## config.mk

```make
export PLATFORM = sky130hd
export DESIGN_NAME = flit_mux_flat
export DESIGN_NICKNAME = d
export VERILOG_FILES = /design/src/rtl/flit_mux_if.sv /design/src/rtl/flit_mux.sv /design/src/flat_wrapper.sv
export SDC_FILE = /design/constraint.sdc
export NUM_CORES = 1
export LEC_CHECK = 0
export CORE_ASPECT_RATIO = 2
export CORE_MARGIN = 10
export CORE_UTILIZATION = 37
export DETAILED_ROUTE_END_ITERATION = 8
export HOLD_SLACK_MARGIN = 0.12
export PLACE_DENSITY = 0.82
export SLEW_MARGIN = 5
export SYNTH_ARGS = -nofsm -noshare
export SYNTH_HDL_FRONTEND = slang
export SYNTH_SLANG_ARGS = --single-unit
```

## constraint.sdc

```tcl
create_clock -name clk -period 0.8 [get_ports clk]
set_input_delay 0.12 -clock clk [delete_from_list [all_inputs] [get_ports clk]]
set_output_delay 0.12 -clock clk [all_outputs]
set_load 0.01 [all_outputs]
```

## src/rtl/flit_mux_if.sv

```systemverilog
// Flit channel bundle for the two-input flit multiplexer.
// It carries both input ports, the one-hot select and the registered output.
interface flit_mux_if #(
  parameter int DATA_W = 66,
  parameter int VCH_W  = 2,
  parameter int SEL_W  = 5
) ();
  logic [DATA_W-1:0] idata_0;
  logic              ivalid_0;
  logic [VCH_W-1:0]  ivch_0;
  logic [DATA_W-1:0] idata_1;
  logic              ivalid_1;
  logic [VCH_W-1:0]  ivch_1;
  logic [SEL_W-1:0]  sel;
  logic [DATA_W-1:0] odata;
  logic              ovalid;
  logic [VCH_W-1:0]  ovch;

  // Upstream side: drives both input channels and the select, observes the output.
  modport master (
    output idata_0, ivalid_0, ivch_0,
    output idata_1, ivalid_1, ivch_1,
    output sel,
    input  odata, ovalid, ovch
  );

  // Multiplexer side.
  modport slave (
    input  idata_0, ivalid_0, ivch_0,
    input  idata_1, ivalid_1, ivch_1,
    input  sel,
    output odata, ovalid, ovch
  );
endinterface

```

## src/rtl/flit_mux.sv

```systemverilog
// Two-input flit multiplexer with a registered output stage.
// A one-hot select picks port 0 or port 1; any other select value emits an
// all-zero, invalid flit. Data and VC pass bit-exact, even when not valid.
module flit_mux #(
  parameter int DATA_W = 66,
  parameter int VCH_W  = 2,
  parameter int SEL_W  = 5
) (
  input logic       clk,
  input logic       rst_,
  flit_mux_if.slave bus
);

  logic              w_sel_0;
  logic              w_sel_1;
  logic [DATA_W-1:0] w_data;
  logic              w_valid;
  logic [VCH_W-1:0]  w_vch;

  logic [DATA_W-1:0] r_data;
  logic              r_valid;
  logic [VCH_W-1:0]  r_vch;

  // Exact-match decode: zero, high bits or multiple bits all select nothing.
  assign w_sel_0 = (bus.sel == SEL_W'(1));
  assign w_sel_1 = (bus.sel == SEL_W'(2));

  // Pick the next output flit from the selected port, or an empty flit.
  always_comb begin
    // NOTE: every output gets a default first so no path leaves it unassigned,
    // which would otherwise infer a latch.
    w_data  = '0;
    w_valid = 1'b0;
    w_vch   = '0;
    if (w_sel_0) begin
      w_data  = bus.idata_0;
      w_valid = bus.ivalid_0;
      w_vch   = bus.ivch_0;
    end else if (w_sel_1) begin
      w_data  = bus.idata_1;
      w_valid = bus.ivalid_1;
      w_vch   = bus.ivch_1;
    end
  end

  // Output pipeline register; reset clears it at once, dropping any partial packet.
  always_ff @(posedge clk or negedge rst_) begin
    if (!rst_) begin
      // NOTE: non-blocking assignments keep every register update on this edge
      // order-independent; blocking here would create simulation races.
      r_data  <= '0;
      r_valid <= 1'b0;
      r_vch   <= '0;
    end else begin
      r_data  <= w_data;
      r_valid <= w_valid;
      r_vch   <= w_vch;
    end
  end

  assign bus.odata  = r_data;
  assign bus.ovalid = r_valid;
  assign bus.ovch   = r_vch;

endmodule

```

## src/flat_wrapper.sv

```systemverilog
// flat-port wrapper written by rule: the top's interface ports become plain ports
module flit_mux_flat 
#(
  parameter int DATA_W = 66,
  parameter int VCH_W  = 2,
  parameter int SEL_W  = 5
)
  (clk, rst_, bus_idata_0, bus_ivalid_0, bus_ivch_0, bus_idata_1, bus_ivalid_1, bus_ivch_1, bus_sel, bus_odata, bus_ovalid, bus_ovch);
  flit_mux_if #(.DATA_W(DATA_W), .VCH_W(VCH_W), .SEL_W(SEL_W)) bus_i ();
  input logic clk;
  input logic rst_;
  input wire logic [$bits(bus_i.idata_0)-1:0] bus_idata_0;
  input wire logic [$bits(bus_i.ivalid_0)-1:0] bus_ivalid_0;
  input wire logic [$bits(bus_i.ivch_0)-1:0] bus_ivch_0;
  input wire logic [$bits(bus_i.idata_1)-1:0] bus_idata_1;
  input wire logic [$bits(bus_i.ivalid_1)-1:0] bus_ivalid_1;
  input wire logic [$bits(bus_i.ivch_1)-1:0] bus_ivch_1;
  input wire logic [$bits(bus_i.sel)-1:0] bus_sel;
  output wire logic [$bits(bus_i.odata)-1:0] bus_odata;
  output wire logic [$bits(bus_i.ovalid)-1:0] bus_ovalid;
  output wire logic [$bits(bus_i.ovch)-1:0] bus_ovch;
  assign bus_i.idata_0 = bus_idata_0;
  assign bus_i.ivalid_0 = bus_ivalid_0;
  assign bus_i.ivch_0 = bus_ivch_0;
  assign bus_i.idata_1 = bus_idata_1;
  assign bus_i.ivalid_1 = bus_ivalid_1;
  assign bus_i.ivch_1 = bus_ivch_1;
  assign bus_i.sel = bus_sel;
  assign bus_odata = bus_i.odata;
  assign bus_ovalid = bus_i.ovalid;
  assign bus_ovch = bus_i.ovch;
  flit_mux #(.DATA_W(DATA_W), .VCH_W(VCH_W), .SEL_W(SEL_W)) u_core (.clk(clk), .rst_(rst_), .bus(bus_i));
endmodule
```

# == Word level (Yosys, flattened, before mapping) ==
# Index checks and enable logic that the tools add are counted.
# totals
out_inout_bits,69
reg_bits,69
in_bits,145
word_cells,11
# op_classes
n_eq_ne,2
muxes,6
# op_table
op,count
two-way mux 66 bit,2
== test 5 x 1 -> 1 bit (second input constant),1
== test 5 x 2 -> 1 bit (second input constant),1
two-way mux 2 bit,2
two-way mux 1 bit,2

# == Longest topological paths before layout ==
# Gate-level depths: netlist (run 1).
# logic_depth
depth_word,3
depth_mapped,5
depth_no_buf,2

# == Worst setup path before layout (run 1) ==
# Ideal clock, no wire load.
# synth_timing
path_kind,input to register
start,input bus_sel[4]
end,"register u_core.r_data[55], in the netlist u_core.bus.odata[55]"
setup_time_ns,0.073
n_path_buf,3
required_time_ns,0.727
path_stages,5
arrival_time_ns,0.962
slack_ns,-0.235
cell_sequence,or3_1 -> buf_2 -> buf_6 -> buf_6 -> a21oi_2
# synth_between
elab_chain_cells,3
word_cells_on_any_way,4
classes_between,eq/ne (2); mux (2)
# synth_lines
element,line,text
start: declaration,flat_wrapper.sv:18,input wire logic [$bits(bus_i.sel)-1:0] bus_sel;
== test 5 x 2 -> 1 bit,flit_mux.sv:26,assign w_sel_1 = (bus.sel == SEL_W'(2));
two-way mux 66 bit,flit_mux.sv:39,end else if (w_sel_1) begin
two-way mux 66 bit (*),flit_mux.sv:35,if (w_sel_0) begin
named net u_core.w_data[55],flit_mux.sv:16,logic [DATA_W-1:0] w_data;
end signal: assignment,flit_mux.sv:55,r_data <= w_data;
end: declaration,flit_mux.sv:20,logic [DATA_W-1:0] r_data;
# The timed path passes the listed nets; every way through them passes the cells marked *.

# == Worst setup path after layout (run 1) ==
# layout_timing
start,"register u_core.r_data[2], in the netlist u_core.bus.odata[2]"
end,output bus_odata[2]
# layout_lines
element,line,text
end: declaration,flat_wrapper.sv:19,output wire logic [$bits(bus_i.odata)-1:0] bus_odata;
# No word-level cell between the ends.

==> impl_metrics.toml, run 1 <==
[outcome]
outcome = "finished with violations"
violations = "negative setup slack"

[setup_path]
startpoint_type = "flop"
worst-path-max-fanout = 1
worst_setup_path_end_kind = "output pin"
crit_slowest_cell = "dfrtp_1"
critPathRequiredTime_ps = 680
max_stage_delay_ps = 380
crit_chain = "buf_2"
crit_buf_inv = 1
cp_top_family = "flip-flops"
critPathKind = "flop to output pin"
worstPathArrival_ps = 850

[finish]
final_cell_count_no_fill = 629
insertedDiodeCount = 0
syn_to_final_growth_pct = 90.7
layout_common_cells = "nand3b_1, clkdlybuf4s50_1, dfrtp_1"
final_nets = 670
layout-drive-gt1-share_pct = 30.6

[routing]
drt_iter0_markers = 159
wl_per_cell_um = 21.9
viasPerCell = 5.27
drcViolationCount = 0
wl_um = 13800
vias = 3315
ant_nets = 0
dr.pass1.iters = 5

[synth]
postSynthCellCount = 315
syn-num-nets = 460
synth_area_per_cell_um2 = 10.5
synth.distinct_cells = 9
ys_seq_area_share_pct = 52.0
netlist_area_um2 = 3320
synth_seq_cells = 69
yosysWarnings = 0

[placed_design]
io_buffer_count = 213
dp_cells = 602
dpl.hpwl_um = 9340
gp_congestion = 0.764

[hold_path]
hold_class = "primary input to asynchronous set/reset pin"

[timing]
max_clock_freq_ghz = 1.03
slew_headroom_pct = 85.1
fin_crit_ps = 971
fin_setup_tns_ps = -11640
worst_slew_pin_slew_ps = 223
period_share_pct = 121
rsz0062_at_grt = "true"
timing.final.ws_setup_ps = -171
report.final.slew_viol_count = 0
setup_viol = 96
hold_viol = 0

[floorplan]
initial_core_util_pct = 38.1
die_h_um = 154
die_w_um = 87
core_area_um2 = 8710
die_area_um2 = 13400
rows = 48
boundaryPins = 214

[clocking]
cts.path.max_buffers = 2
clkSinkCount = 69
clk_pin_slew_ps = 50
htree_levels = 3
cts_tree = "done"
cts_root_buf = "clkbuf_16"
cts_buffers = 9

[global_routing]
grt_antenna_before_repair = 0
grt_usage_pct = 19.4
grt_pass1_vias = 3611
grt-ovfl-total = 0
grt_pass1_wl_um = 20300
grt_max_degree = 61

[power_and_ir_drop]
leakagePower_uw = 0.00259
ir_drop_uv = 1040
total_power_uw = 9250
p_per_area_nw_per_um2 = 1460

[run]
maxCapViolations = 0
==> worst max-delay path by stage <==
stage / start / endpoint / slack (ps) / depth (start not counted)
2_1_floorplan: bus_sel[4] / u_core.bus.odata[55] / -230 / 5
3_3_place_gp: bus_sel[3] / u_core.bus.odata[14] / -710 / 4
3_5_place_dp: bus_sel[4] / u_core.bus.odata[43] / -740 / 4
4_1_cts: u_core.bus.odata[2] / bus_odata[2] / -190 / 1
5_1_grt: u_core.bus.odata[2] / bus_odata[2] / -200 / 1
6_report: u_core.bus.odata[2] / bus_odata[2] / -170 / 1
==> synth_stat cells <==
cell type / instances / area [µm²]
a21oi_2: 10 / 87.6
clkbuf_1: 16 / 60.1
buf_2: 10 / 50.1
buf_1: 10 / 37.5
dfrtp_1: 69 / 1730
buf_6: 2 / 22.5
or3_1: 1 / 6.26
a21oi_1: 59 / 295
nand3b_1: 138 / 1040
==> kinds of logic after synthesis <==
group	count (synthesis)	synth area share (%)
and+or+nand+nor	139	31.4
DFF	69	52.0
AOI/OAI and AO/OA	69	11.5
buffers and inverters	38	5.12
==> flip-flops by register name, summed over array words and instances, names as in the netlist <==
| signal | count |
|---|---|
| u_core.bus.ovalid | 1 |
| u_core.bus.ovch | 2 |
| u_core.bus.odata | 66 |
==> final cells by class <==
type	instances	area, µm²
clock buffers	15	298
fillers	605	2370
well taps	100	125
flip-flops and latches	69	1730
repair buffers	237	2550
multi-input cells	208	1630
==> stage by stage <==
step / hold WS [ps] / cell area (µm²) / util [%] / setup WS (ps)
after floorplan: -176 / 3330 / - / -233
after global placement: -17.7 / 5620 / 64.5 / -709
after detailed placement: -14.4 / 5620 / 64.5 / -737
after CTS: 177 / 6160 / 70.7 / -192
after global routing: 206 / 6330 / 72.7 / -203
final: 178 / 6330 / 72.7 / -171
==> power breakdown <==
group / switching [µW] / leakage (µW) / internal, µW
combinational: 674 / 0.00149 / 1110
clock: 1390 / 0.000148 / 2510
sequential: 26.0 / 0.000956 / 3550
total: 2090 / 0.00259 / 7170
==> timing repair <==
item,in CTS,in global routing
endpoints found under the setup margin,138,122
hold endpoints to repair,69,0
pin swaps,0,1
cloned,7,2
setup buffers,3,0
hold buffers,1,0
resized for setup,363,28
==> routing by layer <==
layer  track usage, %  routed length, µm  vias up
met5                0                  0        -
met3             7.83               1240       17
met2             34.4               7470      152
met1             19.5               4760     1603
li1                 -                  -     1543
met4             6.75                293        0
Power figures use the tool's default switching activity.
==> run 2, diff against run 1 <==
--- a/config.mk
+++ b/config.mk
@@ -5,9 +5,10 @@
 export SDC_FILE = /design/constraint.sdc
 export NUM_CORES = 1
 export LEC_CHECK = 0
-export CORE_ASPECT_RATIO = 2
+export CORE_ASPECT_RATIO = 1.2
 export CORE_MARGIN = 10
 export CORE_UTILIZATION = 37
+export CTS_CLUSTER_SIZE = 12
 export DETAILED_ROUTE_END_ITERATION = 8
 export HOLD_SLACK_MARGIN = 0.12
 export PLACE_DENSITY = 0.82
==> impl_metrics.toml, run 2 (synthesis gave the netlist of run 1 again) <==
[placed_design]
pre_cts_slack_ps = -769
io_buffer_count = 213
placed_cell_area_um2 = 5600
gp_congestion = 0.775
dp_cells = 617
dpl.hpwl_um = 9300

[power_and_ir_drop]
leakagePower_uw = 0.00251
p_per_area_nw_per_um2 = 1290
switching_share_pct = 24.7
clock_power_share_pct = 33.2
seq_power_share_pct = 44.9
p_int_uw = 5990
combPwrFrac_pct = 21.9
power_switching_uw = 1960
ir_drop_uv = 727

[routing]
dr.pass1.iters = 5
wl_per_cell_um = 20.9
vias = 3358
ant_nets = 0
drt_iter0_markers = 130
drcViolationCount = 0
wl_um = 13500
viasPerCell = 5.22

[setup_path]
worstPathArrival_ps = 860
startpoint_type = "flop"
cp_top_family = "flip-flops"
crit_slowest_cell = "dfrtp_1"
worst_setup_path_end_kind = "output pin"
worst-path-max-fanout = 1
max_stage_delay_ps = 380
critPathRequiredTime_ps = 680
critPathKind = "flop to output pin"
crit_buf_inv = 1
crit_chain = "buf_2"

[timing]
worst_slew_pin_slew_ps = 255
report.final.slew_viol_count = 0
fin_crit_ps = 985
hold_viol = 0
rsz0062_at_grt = "true"
setup_viol = 73
max_clock_freq_ghz = 1.02
fin_setup_tns_ps = -11180
period_share_pct = 123
slew_headroom_pct = 83.0
timing.final.ws_setup_ps = -185

[floorplan]
core_area_um2 = 8660
die_h_um = 124
rows = 37
initial_core_util_pct = 38.4
die_w_um = 106
die_area_um2 = 13200
boundaryPins = 214

[clocking]
cts_hold_buf = 1
cts_buffers = 9
clk_pin_slew_ps = 70
cts_root_buf = "clkbuf_8"
clkSinkCount = 69
cts_tree = "done"
htree_levels = 3
cts.path.max_buffers = 2

[global_routing]
grt_usage_pct = 19.1
grt_max_degree = 74
use_met1_pct = 20.1
met2_usage_pct = 33.9
gr-usage-met3_pct = 7.29
grt-ovfl-total = 0
grt_antenna_before_repair = 0
top_usage_layer = "met2"
grt_pass1_wl_um = 19300
grt_pass1_vias = 3525

[finish]
syn_to_final_growth_pct = 85.8
layout-drive-gt1-share_pct = 30.2
layout_common_cells = "nand3b_1, clkdlybuf4s50_1, dfrtp_1"
finish.utilization_pct = 71.3
insertedDiodeCount = 0
final_cell_area_um2 = 6170
largest_reg_flops = 66
final_nets = 667
final_cell_count_no_fill = 643

[run]
maxCapViolations = 0

[outcome]
violations = "negative setup slack"
outcome = "finished with violations"

[hold_path]
hold_class = "primary input to flop"
-- run 2: changes by cell type in the layout (fill, tap and decap cells not counted), sizes merged --
cell / before / now
clkbuf: 16 / 15
buf: 97 / 94
clkinv: 0 / 1
-- run 2: path summary, 6_finish.rpt --
path | from | to | depth (start not counted)
worst max-delay path | u_core.bus.odata[34] | bus_odata[34] | 1
worst min-delay path | bus_sel[1] | u_core.bus.odata[10] | 3
max in group asynchronous | rst_ | u_core.bus.odata[50] | 3
min in group asynchronous | rst_ | u_core.bus.odata[15] | 2
-- run 2: power by group through the flow --
stage	clock network (µW)	logic, µW	registers [µW]
6_report	2640	1750	3570
5_1_grt	2840	1860	3570
4_1_cts	2680	1680	3570
3_3_place_gp	0	1510	3630
3_5_place_dp	0	1550	3630
2_1_floorplan	0	470	3660
-- run 2: through the flow --
stage | hold WS, ps | power (µW)
detailed placement | -31.5 | 5180
finish | 117 | 7950
floorplan | -176 | 4130
global route | 105 | 8270
CTS | 86.2 | 7930
global placement | -35.9 | 5140
-- run 2: per-layer routing --
metal / routed length [µm] / up-vias / part of all wire (%)
met3: 1160 / 22 / 8.6
met5: 0 / - / 0
li1: - / 1537 / -
met2: 7110 / 152 / 53
met4: 334 / 0 / 2.5
met1: 4860 / 1647 / 36
-- run 2: area by class of cell --
cell class	count	area [µm²]
clock inverter	1	5.00
sequential	69	1730
timing repair buffer	234	2500
fill	657	2490
clock buffer	14	173
multi-input combinational	208	1620
tap	117	146
-- run 2: what timing repair did --
| action | CTS | global route |
|---|---|---|
| gates cloned | 7 | 1 |
| gates resized for setup | 348 | 47 |
| setup endpoints to repair | 138 | 95 |
| setup buffers | 3 | 0 |
| pin swaps | 1 | 1 |
| hold endpoints to repair | 70 | 1 |
==> run 3, diff against run 2 <==
--- a/config.mk
+++ b/config.mk
@@ -7,11 +7,12 @@
 export LEC_CHECK = 0
 export CORE_ASPECT_RATIO = 1.2
 export CORE_MARGIN = 10
-export CORE_UTILIZATION = 37
+export CORE_UTILIZATION = 38
+export CTS_BUF_LIST = sky130_fd_sc_hd__clkbuf_4
 export CTS_CLUSTER_SIZE = 12
 export DETAILED_ROUTE_END_ITERATION = 8
 export HOLD_SLACK_MARGIN = 0.12
-export PLACE_DENSITY = 0.82
+export PLACE_DENSITY = 0.84
 export SLEW_MARGIN = 5
 export SYNTH_ARGS = -nofsm -noshare
 export SYNTH_HDL_FRONTEND = slang
==> impl_metrics.toml, run 3 (synthesis gave the netlist of run 1 again) <==
[outcome]
outcome = "finished with violations"
violations = "negative setup slack"

[power_and_ir_drop]
leakagePower_uw = 0.00245
combPwrFrac_pct = 23.6
p_int_uw = 5260
clock_power_share_pct = 26.3
ir_drop_uv = 740
switching_share_pct = 26.1
total_power_uw = 7120
power_switching_uw = 1860
p_per_area_nw_per_um2 = 1210
seq_power_share_pct = 50.1

[clocking]
clk_pin_slew_ps = 110
cts.path.max_buffers = 2
cts_buffers = 9
clkSinkCount = 69
htree_levels = 3
cts_root_buf = "clkbuf_4"
cts_hold_buf = 1
cts_tree = "done"

[run]
maxCapViolations = 0

[setup_path]
worst_setup_path_end_kind = "output pin"
crit_end = "bus_odata[52]"
max_stage_delay_ps = 410
crit_cells = 1
crit_chain = "buf_6"
crit_slowest_cell = "dfrtp_1"
crit_buf_inv = 1
startpoint_type = "flop"
critPathRequiredTime_ps = 680
worst-path-max-fanout = 1
critPathKind = "flop to output pin"
startpoint = "u_core.bus.odata[52]"
cp_top_family = "flip-flops"
worstPathArrival_ps = 970

[routing]
dr.pass1.iters = 5
vias = 3290
wl_um = 13100
drt_iter0_markers = 140
ant_nets = 0
drcViolationCount = 0
wl_per_cell_um = 20.3
viasPerCell = 5.12

[timing]
worst_slew_pin_slew_ps = 209
rsz0062_at_grt = "true"
fin_setup_tns_ps = -17760
report.final.slew_viol_count = 0
slew_headroom_pct = 86.0
timing.final.ws_setup_ps = -292
fin_crit_ps = 1090
setup_viol = 69
max_clock_freq_ghz = 0.915
hold_viol = 0
period_share_pct = 137

[global_routing]
grt-ovfl-total = 0
grt_pass1_vias = 3582
grt_antenna_before_repair = 0
grt_max_degree = 45
grt_pass1_wl_um = 19500
grt_usage_pct = 19.6

[placed_design]
io_buffer_count = 213
dpl.hpwl_um = 9300
gp_congestion = 0.744
placed_cell_area_um2 = 5650

[floorplan]
rows = 37
initial_core_util_pct = 38.8
die_area_um2 = 12900
die_w_um = 105
core_area_um2 = 8560
die_h_um = 122
boundaryPins = 214

[finish]
final_cell_area_um2 = 5870
finish.utilization_pct = 68.6
layout_common_cells = "nand3b_1, clkdlybuf4s50_1, dfrtp_1"
largest_reg_flops = 66
final_nets = 666
insertedDiodeCount = 0
layout-drive-gt1-share_pct = 24.4
syn_to_final_growth_pct = 76.8

[hold_path]
hp-start = "bus_sel[0]"
hold_class = "primary input to flop"
run 3: changes by cell type in the layout (fill, tap and decap cells not counted), sizes merged:
cell    before  now
clkbuf      15   11
clkinv       1    4
run 3: metal layers:
| layer | global-route usage [%] | part of all wire (%) | vias up | routed length [µm] |
|---|---|---|---|---|
| li1 | - | - | 1536 | - |
| met1 | 21.4 | 39 | 1560 | 5040 |
| met2 | 33.4 | 50 | 166 | 6560 |
| met3 | 7.03 | 7.7 | 28 | 1000 |
| met4 | 9.28 | 3.5 | 0 | 459 |
| met5 | 0 | 0 | - | 0 |
run 3: power by group through the flow:
stage | logic (µW) | clock network (µW) | registers, µW
after floorplan | 470 | 0 | 3660
after global placement | 1560 | 0 | 3630
after detailed placement | 1590 | 0 | 3630
after CTS | 1690 | 1930 | 3570
after global routing | 1790 | 2050 | 3570
final | 1680 | 1870 | 3570
run 3: how the worst min path moves through the flow:
| stage | end | slack [ps] | depth (start not counted) |
|---|---|---|---|
| 2_1_floorplan | u_core.bus.odata[0] | -180 | 0 |
| 3_3_place_gp | u_core.bus.odata[29] | 140 | 2 |
| 3_5_place_dp | u_core.bus.odata[39] | 150 | 2 |
| 4_1_cts | u_core.bus.odata[52] | 50 | 3 |
| 5_1_grt | u_core.bus.odata[52] | 60 | 3 |
| 6_report | u_core.bus.odata[52] | 70 | 3 |
run 3: layout make-up:
| cell class | count | area, µm² |
|---|---|---|
| clock buffers | 11 | 82.6 |
| clock inverters | 4 | 16.3 |
| fillers | 671 | 2690 |
| multi-input cells | 208 | 1490 |
| flip-flops and latches | 69 | 1730 |
| well taps | 117 | 146 |
| repair buffers | 233 | 2420 |
run 3: through the flow:
stage                     worst slack [ps]  cells  hold WS (ps)
after floorplan                       -233    315          -176
final                                 -292    642          67.5
after global routing                  -328    642          60.2
after CTS                             -307    642          54.5
after detailed placement              -745    619           147
after global placement                -707    619           136
run 3: worst min-delay path, cell delays in order:
cell and delay (ps):
buf_4 180, nand3b_1 100, a21oi_1 70
run 3: what timing repair did:
item,in CTS,in global routing
gates cloned,5,0
resized for setup,348,7
endpoints found under the setup margin,138,73
pin swaps,1,1
buffers inserted,2,0
endpoints found under the hold margin,74,5
